==> src/rtl/seq_sync_detect_if.sv <==
// Stream, control and status bundle for seq_sync_detect.
// miss_cnt exists only when SEQ_DET_MISS_CNT_EN is defined.
interface seq_sync_detect_if #(
    parameter int CNT_W = 16
);
    logic             seq_in;
    logic             seq_vld;
    logic             clr;
    logic             match;
    logic             locked;
    logic [1:0]       state;
    logic [CNT_W-1:0] match_cnt;
`ifdef SEQ_DET_MISS_CNT_EN
    logic [CNT_W-1:0] miss_cnt;
`endif

    modport master (
        output seq_in, seq_vld, clr,
`ifdef SEQ_DET_MISS_CNT_EN
        input  miss_cnt,
`endif
        input  match, locked, state, match_cnt
    );

    modport slave (
        input  seq_in, seq_vld, clr,
`ifdef SEQ_DET_MISS_CNT_EN
        output miss_cnt,
`endif
        output match, locked, state, match_cnt
    );
endinterface

==> src/rtl/seq_sync_detect.sv <==
// Serial pattern detector with HUNT/CHECK/LOCK frame-sync tracking and saturating hit statistics.
// Define SEQ_DET_MISS_CNT_EN to build the aligned-miss counter and its miss_cnt port.
module seq_sync_detect #(
    parameter int               PAT_W    = 8,
    parameter logic [PAT_W-1:0] PATTERN  = 8'b0001_0111,
    parameter int               PERIOD   = 8,
    parameter int               LOCK_N   = 3,
    parameter int               UNLOCK_N = 2,
    parameter int               CNT_W    = 16
) (
    input  logic          clk,
    input  logic          rst_n,
    seq_sync_detect_if.slave bus
);
    localparam int FILL_W = $clog2(PAT_W + 1);
    localparam int PH_W   = (PERIOD > 1) ? $clog2(PERIOD) : 1;
    localparam int GOOD_W = $clog2(LOCK_N + 1);
    localparam int RUN_W  = $clog2(UNLOCK_N + 1);

    localparam logic [FILL_W-1:0] FILL_FULL = FILL_W'(PAT_W);
    localparam logic [FILL_W-1:0] FILL_LAST = FILL_W'(PAT_W - 1);
    localparam logic [PH_W-1:0]   PH_LAST   = PH_W'(PERIOD - 1);
    localparam logic [GOOD_W-1:0] GOOD_LAST = GOOD_W'(LOCK_N - 1);
    localparam logic [RUN_W-1:0]  RUN_LAST  = RUN_W'(UNLOCK_N - 1);
    localparam logic [CNT_W-1:0]  CNT_MAX   = '1;

    typedef enum logic [1:0] {
        HUNT  = 2'd0,
        CHECK = 2'd1,
        LOCK  = 2'd2
    } state_t;

    state_t             state_q, state_d;
    logic [PAT_W-2:0]   sh;
    logic [FILL_W-1:0]  fill;
    logic [PH_W-1:0]    ph;
    logic [GOOD_W-1:0]  good_q, good_d;
    logic [RUN_W-1:0]   run_q, run_d;
    logic [PAT_W-1:0]   window;
    logic               hit, boundary, ph_exit, miss_inc;
    logic               match_p1;
    logic [CNT_W-1:0]   match_cnt_q;

    // Stage 0: pattern compare on the incoming beat, guarded until PAT_W bits have arrived
    assign window   = {sh, bus.seq_in};
    assign hit      = bus.seq_vld & (fill >= FILL_LAST) & (window == PATTERN);
    assign boundary = (ph == PH_LAST);

    always_comb begin
        state_d  = state_q;
        good_d   = good_q;
        run_d    = run_q;
        ph_exit  = 1'b0;
        miss_inc = 1'b0;
        if (bus.seq_vld) begin
            unique case (state_q)
                HUNT: begin
                    if (hit) begin
                        ph_exit = 1'b1;
                        if (LOCK_N == 1) begin
                            state_d = LOCK;
                            run_d   = '0;
                        end else begin
                            state_d = CHECK;
                            good_d  = GOOD_W'(1);
                        end
                    end
                end
                CHECK: begin
                    if (boundary) begin
                        if (!hit) begin
                            state_d  = HUNT;
                            miss_inc = 1'b1;
                        end else if (good_q == GOOD_LAST) begin
                            state_d = LOCK;
                            run_d   = '0;
                        end else begin
                            good_d = good_q + GOOD_W'(1);
                        end
                    end
                end
                LOCK: begin
                    if (boundary) begin
                        if (hit) begin
                            run_d = '0;
                        end else begin
                            miss_inc = 1'b1;
                            if (run_q == RUN_LAST) begin
                                state_d = HUNT;
                                run_d   = '0;
                            end else begin
                                run_d = run_q + RUN_W'(1);
                            end
                        end
                    end
                end
                default: state_d = HUNT;
            endcase
        end
    end

    // Stage 1: registered match, FSM, phase and shift history all move together
    always_ff @(posedge clk) begin
        if (!rst_n) begin
            sh       <= '0;
            fill     <= '0;
            ph       <= '0;
            state_q  <= HUNT;
            good_q   <= '0;
            run_q    <= '0;
            match_p1 <= 1'b0;
        end else begin
            match_p1 <= hit;
            if (bus.seq_vld) begin
                sh      <= window[PAT_W-2:0];
                state_q <= state_d;
                good_q  <= good_d;
                run_q   <= run_d;
                if (fill != FILL_FULL) fill <= fill + FILL_W'(1);
                if (ph_exit || boundary) ph <= '0;
                else                     ph <= ph + PH_W'(1);
            end
        end
    end

    // clr takes priority over an increment landing on the same edge
    always_ff @(posedge clk) begin
        if (!rst_n || bus.clr)
            match_cnt_q <= '0;
        else if (hit && (match_cnt_q != CNT_MAX))
            match_cnt_q <= match_cnt_q + CNT_W'(1);
    end

`ifdef SEQ_DET_MISS_CNT_EN
    logic [CNT_W-1:0] miss_cnt_q;

    always_ff @(posedge clk) begin
        if (!rst_n || bus.clr)
            miss_cnt_q <= '0;
        else if (miss_inc && (miss_cnt_q != CNT_MAX))
            miss_cnt_q <= miss_cnt_q + CNT_W'(1);
    end

    assign bus.miss_cnt = miss_cnt_q;
`else
    logic unused_miss_inc;
    assign unused_miss_inc = miss_inc;
`endif

    assign bus.match     = match_p1;
    assign bus.locked    = (state_q == LOCK);
    assign bus.state     = state_q;
    assign bus.match_cnt = match_cnt_q;
endmodule
==> src/flat_wrapper.sv <==
// flat-port wrapper written by rule: the top's interface ports become plain ports
module seq_sync_detect_flat 
#(
    parameter int               PAT_W    = 8,
    parameter logic [PAT_W-1:0] PATTERN  = 8'b0001_0111,
    parameter int               PERIOD   = 8,
    parameter int               LOCK_N   = 3,
    parameter int               UNLOCK_N = 2,
    parameter int               CNT_W    = 16
)
  (clk, rst_n, bus_seq_in, bus_seq_vld, bus_clr, bus_match, bus_locked, bus_state, bus_match_cnt);
  seq_sync_detect_if #(.CNT_W(CNT_W)) bus_i ();
  input  logic clk;
  input  logic rst_n;
  input wire logic [$bits(bus_i.seq_in)-1:0] bus_seq_in;
  input wire logic [$bits(bus_i.seq_vld)-1:0] bus_seq_vld;
  input wire logic [$bits(bus_i.clr)-1:0] bus_clr;
  output wire logic [$bits(bus_i.match)-1:0] bus_match;
  output wire logic [$bits(bus_i.locked)-1:0] bus_locked;
  output wire logic [$bits(bus_i.state)-1:0] bus_state;
  output wire logic [$bits(bus_i.match_cnt)-1:0] bus_match_cnt;
  assign bus_i.seq_in = bus_seq_in;
  assign bus_i.seq_vld = bus_seq_vld;
  assign bus_i.clr = bus_clr;
  assign bus_match = bus_i.match;
  assign bus_locked = bus_i.locked;
  assign bus_state = bus_i.state;
  assign bus_match_cnt = bus_i.match_cnt;
  seq_sync_detect #(.PAT_W(PAT_W), .PATTERN(PATTERN), .PERIOD(PERIOD), .LOCK_N(LOCK_N), .UNLOCK_N(UNLOCK_N), .CNT_W(CNT_W)) u_core (.clk(clk), .rst_n(rst_n), .bus(bus_i));
endmodule
==> config.mk <==
export PLATFORM = sky130hd
export DESIGN_NAME = seq_sync_detect_flat
export DESIGN_NICKNAME = d
export VERILOG_FILES = /design/src/rtl/seq_sync_detect_if.sv /design/src/rtl/seq_sync_detect.sv /design/src/flat_wrapper.sv
export SDC_FILE = /design/constraint.sdc
export NUM_CORES = 1
export LEC_CHECK = 0
export ABC_AREA = 0
export CORE_ASPECT_RATIO = 1.75
export CORE_MARGIN = 3
export CORE_UTILIZATION = 30
export CTS_CLUSTER_DIAMETER = 100
export DETAILED_ROUTE_END_ITERATION = 10
export GPL_ROUTABILITY_DRIVEN = 0
export PLACE_DENSITY = 0.58
export SKIP_LAST_GASP = 1
export SYNTH_ARGS = -nofsm -noshare
export SYNTH_HDL_FRONTEND = slang
export SYNTH_SLANG_ARGS = --single-unit
==> constraint.sdc <==
create_clock -name clk -period 2.9 [get_ports clk]
set_clock_uncertainty 0.05 [all_clocks]
set_input_delay 0.58 -clock clk [delete_from_list [all_inputs] [get_ports clk]]
set_output_delay 0.58 -clock clk [all_outputs]
set_load 0.01 [all_outputs]
### Word-level counts from Yosys, hierarchy flattened

Cells that the tools add are included.
W data, S select, Z words.

| storage, ports and cells | value |
|---|---|
| register bits after elaboration | 37 |
| input bits | 5 |
| output and inout bits | 20 |
| logic and storage cells | 67 |

| cells by class | value |
|---|---|
| add/sub/neg operators | 5 |
| order comparisons | 1 |
| equal/unequal tests | 17 |
| mux-type cells | 23 |
| bitwise logic cells | 2 |
| reduce and logical (&&, ||, !) cells | 11 |

Operators with widths:

| cell | number |
|---|---|
| $mux W2 | 16 |
| $add A16 B1 Y16 const B | 1 |
| $ne A16 B16 Y1 const B | 1 |
| $ne A2 B1 Y1 const B | 6 |
| $reduce_and A6 Y1 | 2 |
| $eq A8 B5 Y1 const B | 1 |
| $pmux W2 S2 | 2 |
| $reduce_and A7 Y1 | 1 |
| $pmux W2 S3 | 1 |
| $add A2 B1 Y2 const B | 2 |
| $add A4 B1 Y4 const B | 1 |
| $eq A2 B1 Y1 const B | 2 |
| $eq A2 B2 Y1 const B | 2 |
| $ge A4 B3 Y1 const B | 1 |
| $ne A2 B2 Y1 const B | 2 |
| $ne A4 B4 Y1 const B | 1 |
| $reduce_bool A2 Y1 | 2 |
| $add A3 B1 Y3 const B | 1 |
| $eq A3 B3 Y1 const B | 1 |
| $mux W1 | 3 |
| $mux W3 | 1 |
| $ne A3 B3 Y1 const B | 1 |
| $and A1 B1 Y1 | 2 |
| $logic_not A2 Y1 | 1 |
| 4 further kinds | 5 |

### Longest topological paths before layout

| logic depth | value |
|---|---|
| depth in word-level cells | 8 |
| mapped depth | 8 |
| gate-level depth less buffers | 7 |

### Worst setup path after synthesis

OpenSTA, ideal clock, no wires.

| timing path | value |
|---|---|
| path kind | reg2reg |
| from | reg u_core.sh[2] |
| to | reg u_core.match_cnt_q[8], in the netlist u_core.bus.match_cnt[8] |
| library setup time | 0.128 ns |
| arrival | 1.803 ns |
| data required time | 2.722 ns |
| path slack | 0.920 ns |
| stages on the path, launching flop included | 7 |
| buffers on the path | 1 |
| period minus slack after synthesis | 1.980 ns |
| cell sequence | dfxtp_1 > or3b_1 > or4_4 > buf_6 > nor4b_2 > xnor2_1 > nor2_1 |

| between the ends | value |
|---|---|
| cells in the longest elaborated chain, start to end | 3 |

RTL lines:

| element | line | text |
|---|---|---|
| from (decl) | seq_sync_detect.sv:34 | `logic [PAT_W-2:0] sh;` |
| from (signal assigned) | seq_sync_detect.sv:115 | `sh <= window[PAT_W-2:0];` |
| $eq A8 B5 Y1 | seq_sync_detect.sv:46 | `assign hit = bus.seq_vld & (fill >= FILL_LAST) & (window == PATTERN);` |
| $and A1 B1 Y1 | seq_sync_detect.sv:46 |  |
| $logic_and A1 B1 Y1 | seq_sync_detect.sv:130 | `else if (hit && (match_cnt_q != CNT_MAX))` |
| to (signal assigned) | seq_sync_detect.sv:131 | `match_cnt_q <= match_cnt_q + CNT_W'(1);` |
| to (decl) | seq_sync_detect.sv:42 | `logic [CNT_W-1:0] match_cnt_q;` |

No other way between the ends.
A chain may end at the register's enable or synchronous reset.

### Worst setup path after layout

| timing path | value |
|---|---|
| from | reg u_core.state_q[0], in the netlist u_core.bus.state[0] |
| to | out bus_locked |

| between the ends | value |
|---|---|
| cells in the longest elaborated chain, start to end | 1 |

RTL lines:

| element | line | text |
|---|---|---|
| from (decl) | seq_sync_detect.sv:33 | `state_t state_q, state_d;` |
| from (signal assigned) | seq_sync_detect.sv:116 | `state_q <= state_d;` |
| $eq A2 B2 Y1 | seq_sync_detect.sv:151 | `assign bus.locked = (state_q == LOCK);` |
| to (decl) | flat_wrapper.sv:19 | `output wire logic [$bits(bus_i.locked)-1:0] bus_locked;` |

No other way between the ends.

==> results by group <==
Detailed routing
  – Number of vias after detailed routing: 1609
  – Number of design rule violations left after detail routing: 0
  – First-pass detailed-route iteration total: 4
  – Drt total wl: 3900 um
  – Detailed Route Iter0 Violations: 89
  – Per-cell routed wire length: 12.3 um
  – Vias per std cell: 5.06
  – Number of routed nets with antenna violations: 0

Synthesis
  – Flip-flop and latch count after synthesis: 37
  – Warnings from Yosys: 0
  – Mean area per synthesized cell: 8.98 um^2
  – FFs w/ async S/R, synth: 0%
  – Post-synthesis share of cell area spent on and, or, nand and nor gates: 28.2%
  – Combinational family with the most area after synthesis: simple AND/OR/NAND/NOR gates
  – Count of flip-flops with a built-in enable after synthesis: 0
  – Library cell with the largest summed area after synthesis: dfxtp_1
  – Flip-flop cell with the highest count after synthesis: dfxtp_1
  – Synthesized-area fraction occupied by ao, oa, aoi and oai cells: 10.5%
  – Xor/xnor share of the synthesized area: 5.95%
  – Syn nets: 228
  – Adder and majority cell fraction of the synthesized area: 6.54%
  – Share of synthesized area occupied by flip-flops and latches: 38.7%
  – Gate count of the mapped netlist: 213
  – Top cells by area, synth: dfxtp_1 (39%), ha_1 (6.5%), nor2_1 (5.3%), mux2i_1 (5.2%), xnor2_1 (4.1%)
  – Post-synthesis instance area: 0.00191 mm^2
  – Post-synth cell types: 45
  – Fraction of synthesized cell area taken by the top area cell type: 38.7%
  – Mux cell area share after synthesis: 5.82%

Clocking
  – Number of hold-repair buffers added at the cts stage: 0
  – Root Driver: clkbuf_8
  – Number of clock sinks: 37
  – Post-CTS sizing: 0
  – Clock insertion delay at the later pin of the skew report: 0.29 ns
  – Number of setup buffers added after CTS: 0
  – Clk buf depth: 2
  – Clock transition at the register clock pins on the worst setup and hold paths after CTS: 0.07 ns
  – TritonCTS buffer count: 5
  – TritonCTS clock tree: done
  – Htree depth: 2

Timing
  – Final sum of negative setup slack: 0 ns
  – Final number of max-transition violations: 0
  – Setup repair after global routing missed its margin: no
  – Hold WS: 0.426 ns
  – Final worst path period share: 78.9%
  – Number of endpoints failing setup at the final stage: 0
  – Fmax achieved: 0.437 GHz
  – Count of endpoints failing hold in the final timing report: 0
  – Minimum clock period after layout: 2.29 ns
  – Worst rel slew slack: 58.4%
  – Actual slew at the worst max-slew pin: 0.624 ns

Global route
  – All-Layer GR Usage: 11.7%
  – Maximum number of pins on one net before global-route repair: 20
  – Remaining global-route overflow: 0
  – Initial antenna violation count: 0
  – Vias in the first global route: 1565
  – First-pass GRT wire length: 6960 um

Floorplanning
  – Cell row count: 37
  – Number of I/O pins: 25
  – Placeable core region: 0.00602 mm^2
  – Die width: 66.4 um
  – Floorplan die area: 0.00741 mm^2
  – Starting utilization of the core area: 31.8%
  – Floorplan die height: 112 um

Worst setup path
  – Critical-path maximum fanout: 9
  – Critical path type: reg -> out
  – Critical register-to-register path startpoint: u_core.sh[2]$_SDFFE_PN0P_
  – R2r worst-path depth: 6
  – Number of gates on the worst path with buffers counted: 3
  – Crit end category: output pin
  – Critical path arrival: 1.66 ns
  – Worst stage delay on the critical path: 0.60 ns
  – Worst setup slack for register-to-register paths: 0.71 ns
  – Cell family contributing the most delay on the critical path: buffers and inverters
  – Worst path slowest cell: clkdlybuf4s50_1
  – Data required time at the worst endpoint: 2.27 ns
  – Critical Path Start Type: flip-flop
  – Critical Path, Cell by Cell: inv_1, ha_1, clkdlybuf4s50_1
  – Total buffers and inverters traversed by the critical path: 2
  – Start point of the critical path: u_core.bus.state[0]$_SDFFE_PN0P_

Cells and area
  – Layout overhead on the synthesized area: 22.0%
  – Post-route cell area: 0.00233 mm^2
  – Final core utilization: 38.8%
  – Number of diodes: 0
  – Post-layout nets: 254
  – Fraction of layout instances using a drive strength above 1: 8.33%

Min path
  – HP Class: reg -> reg
  – Launch instance of the worst min-delay path: u_core.run_q[1]$_SDFFE_PN0P_
  – Depth of the worst hold-timing path: 1

Power
  – VDD IR max: 0.147 mV
  – Leakage power total: 0.841 nW
  – Power consumption: 0.000939 W
  – Power density cells: 403 mW/mm^2

Placement
  – Post-detail-place hpwl: 2980 um
  – Area post-placement: 0.00224 mm^2
  – Total of buffers placed on input and output ports: 24

Job
  – Max-cap violations: 0

Status
  – Outcome: finished clean
[per-stage QoR]
stage          cells  setup WS (ns)
2_1_floorplan    213          0.920
3_3_place_gp     310          0.308
3_5_place_dp     310          0.310
4_1_cts          318          0.598
5_1_grt          318          0.483
6_report         318          0.611
[placed cells by master, fill, tap and decap left out, drive strengths merged, types with 2 or more instances in the layout]
master         instances
clkinv                 2
or4                    3
or3                    2
nor2                  27
o31ai                  2
nand2b                 7
o21ai                  5
nand3b                 5
nand2                 12
nor4                   4
o211a                  2
buf                    4
a22o                   2
clkdlybuf4s50         24
clkbuf                 6
nor4b                  2
inv                   10
a21oi                 13
xnor2                  9
nor3b                  2
dfxtp                 37
ha                    10
nand3                  9
xor2                   4
and3                   6
mux2i                 10
nand4                  6
nor3                   3
[final timing paths]
kind                                                               to
worst max-delay path                                       bus_locked
worst min-delay path                     u_core.run_q[1]$_SDFFE_PN0P_
worst max register to register  u_core.bus.match_cnt[13]$_SDFFE_PP0P_
worst min register to register           u_core.run_q[1]$_SDFFE_PN0P_
[state kept, by name (all words and copies together) (netlist names)]
signal and flops:
u_core.ph 3, u_core.fill 4, u_core.run_q 2, u_core.bus.match 1, u_core.bus.match_cnt 16, u_core.good_q 2, u_core.bus.state 2, u_core.sh 7
[synthesized netlist by cell type, types with 2 or more instances]
cell / instances
a21oi_1: 13
a22o_1: 2
and3_1: 6
buf_1: 2
buf_2: 2
clkbuf_1: 4
dfxtp_1: 37
ha_1: 10
inv_1: 10
mux2i_1: 10
nand2_1: 12
nand2b_1: 7
nand3_1: 9
nand3b_1: 5
nand4_1: 6
nor2_1: 27
nor3_1: 3
nor4_2: 2
nor4b_2: 2
o211a_1: 2
o21ai_0: 3
o21ai_1: 2
o31ai_1: 2
or3_1: 2
or4_1: 2
xnor2_1: 9
xor2_1: 4
[where the power goes]
group / switching [W] / internal (W)
Clock: 0.000186 / 0.000193
Sequential: 0.00000488 / 0.000515
Combinational: 0.0000232 / 0.0000182
[layer usage]
metal	vias up	part of all wire [%]	track usage, %
li1	808	-	-
met1	768	38	12.1
met2	26	57	21.6
met3	7	2.6	1.82
met4	0	2.4	6.38
met5	-	0	0
[cells by family (layout without fill, tap and decap cells)]
logic type	count (synthesis)	after routing
buffers and inverters	19	46
XOR/XNOR	13	13
flip-flops	37	37
multiplexers	11	11
adder cells (fa/ha/maj)	10	10
AND/OR/NAND/NOR	92	92
AO/OA/AOI/OAI	31	31
[final cells by class]
class                           count  area [um^2]
Sequential cell                    37          741
Clock buffer                        6         82.6
Tap cell                           78         97.6
Multi-Input combinational cell    157         1090
Timing Repair Buffer               28          270
Fill cell                         627         3680
Inverter                           10         37.5
Clock inverter                      2         13.8
Power figures use the tool's default switching activity.
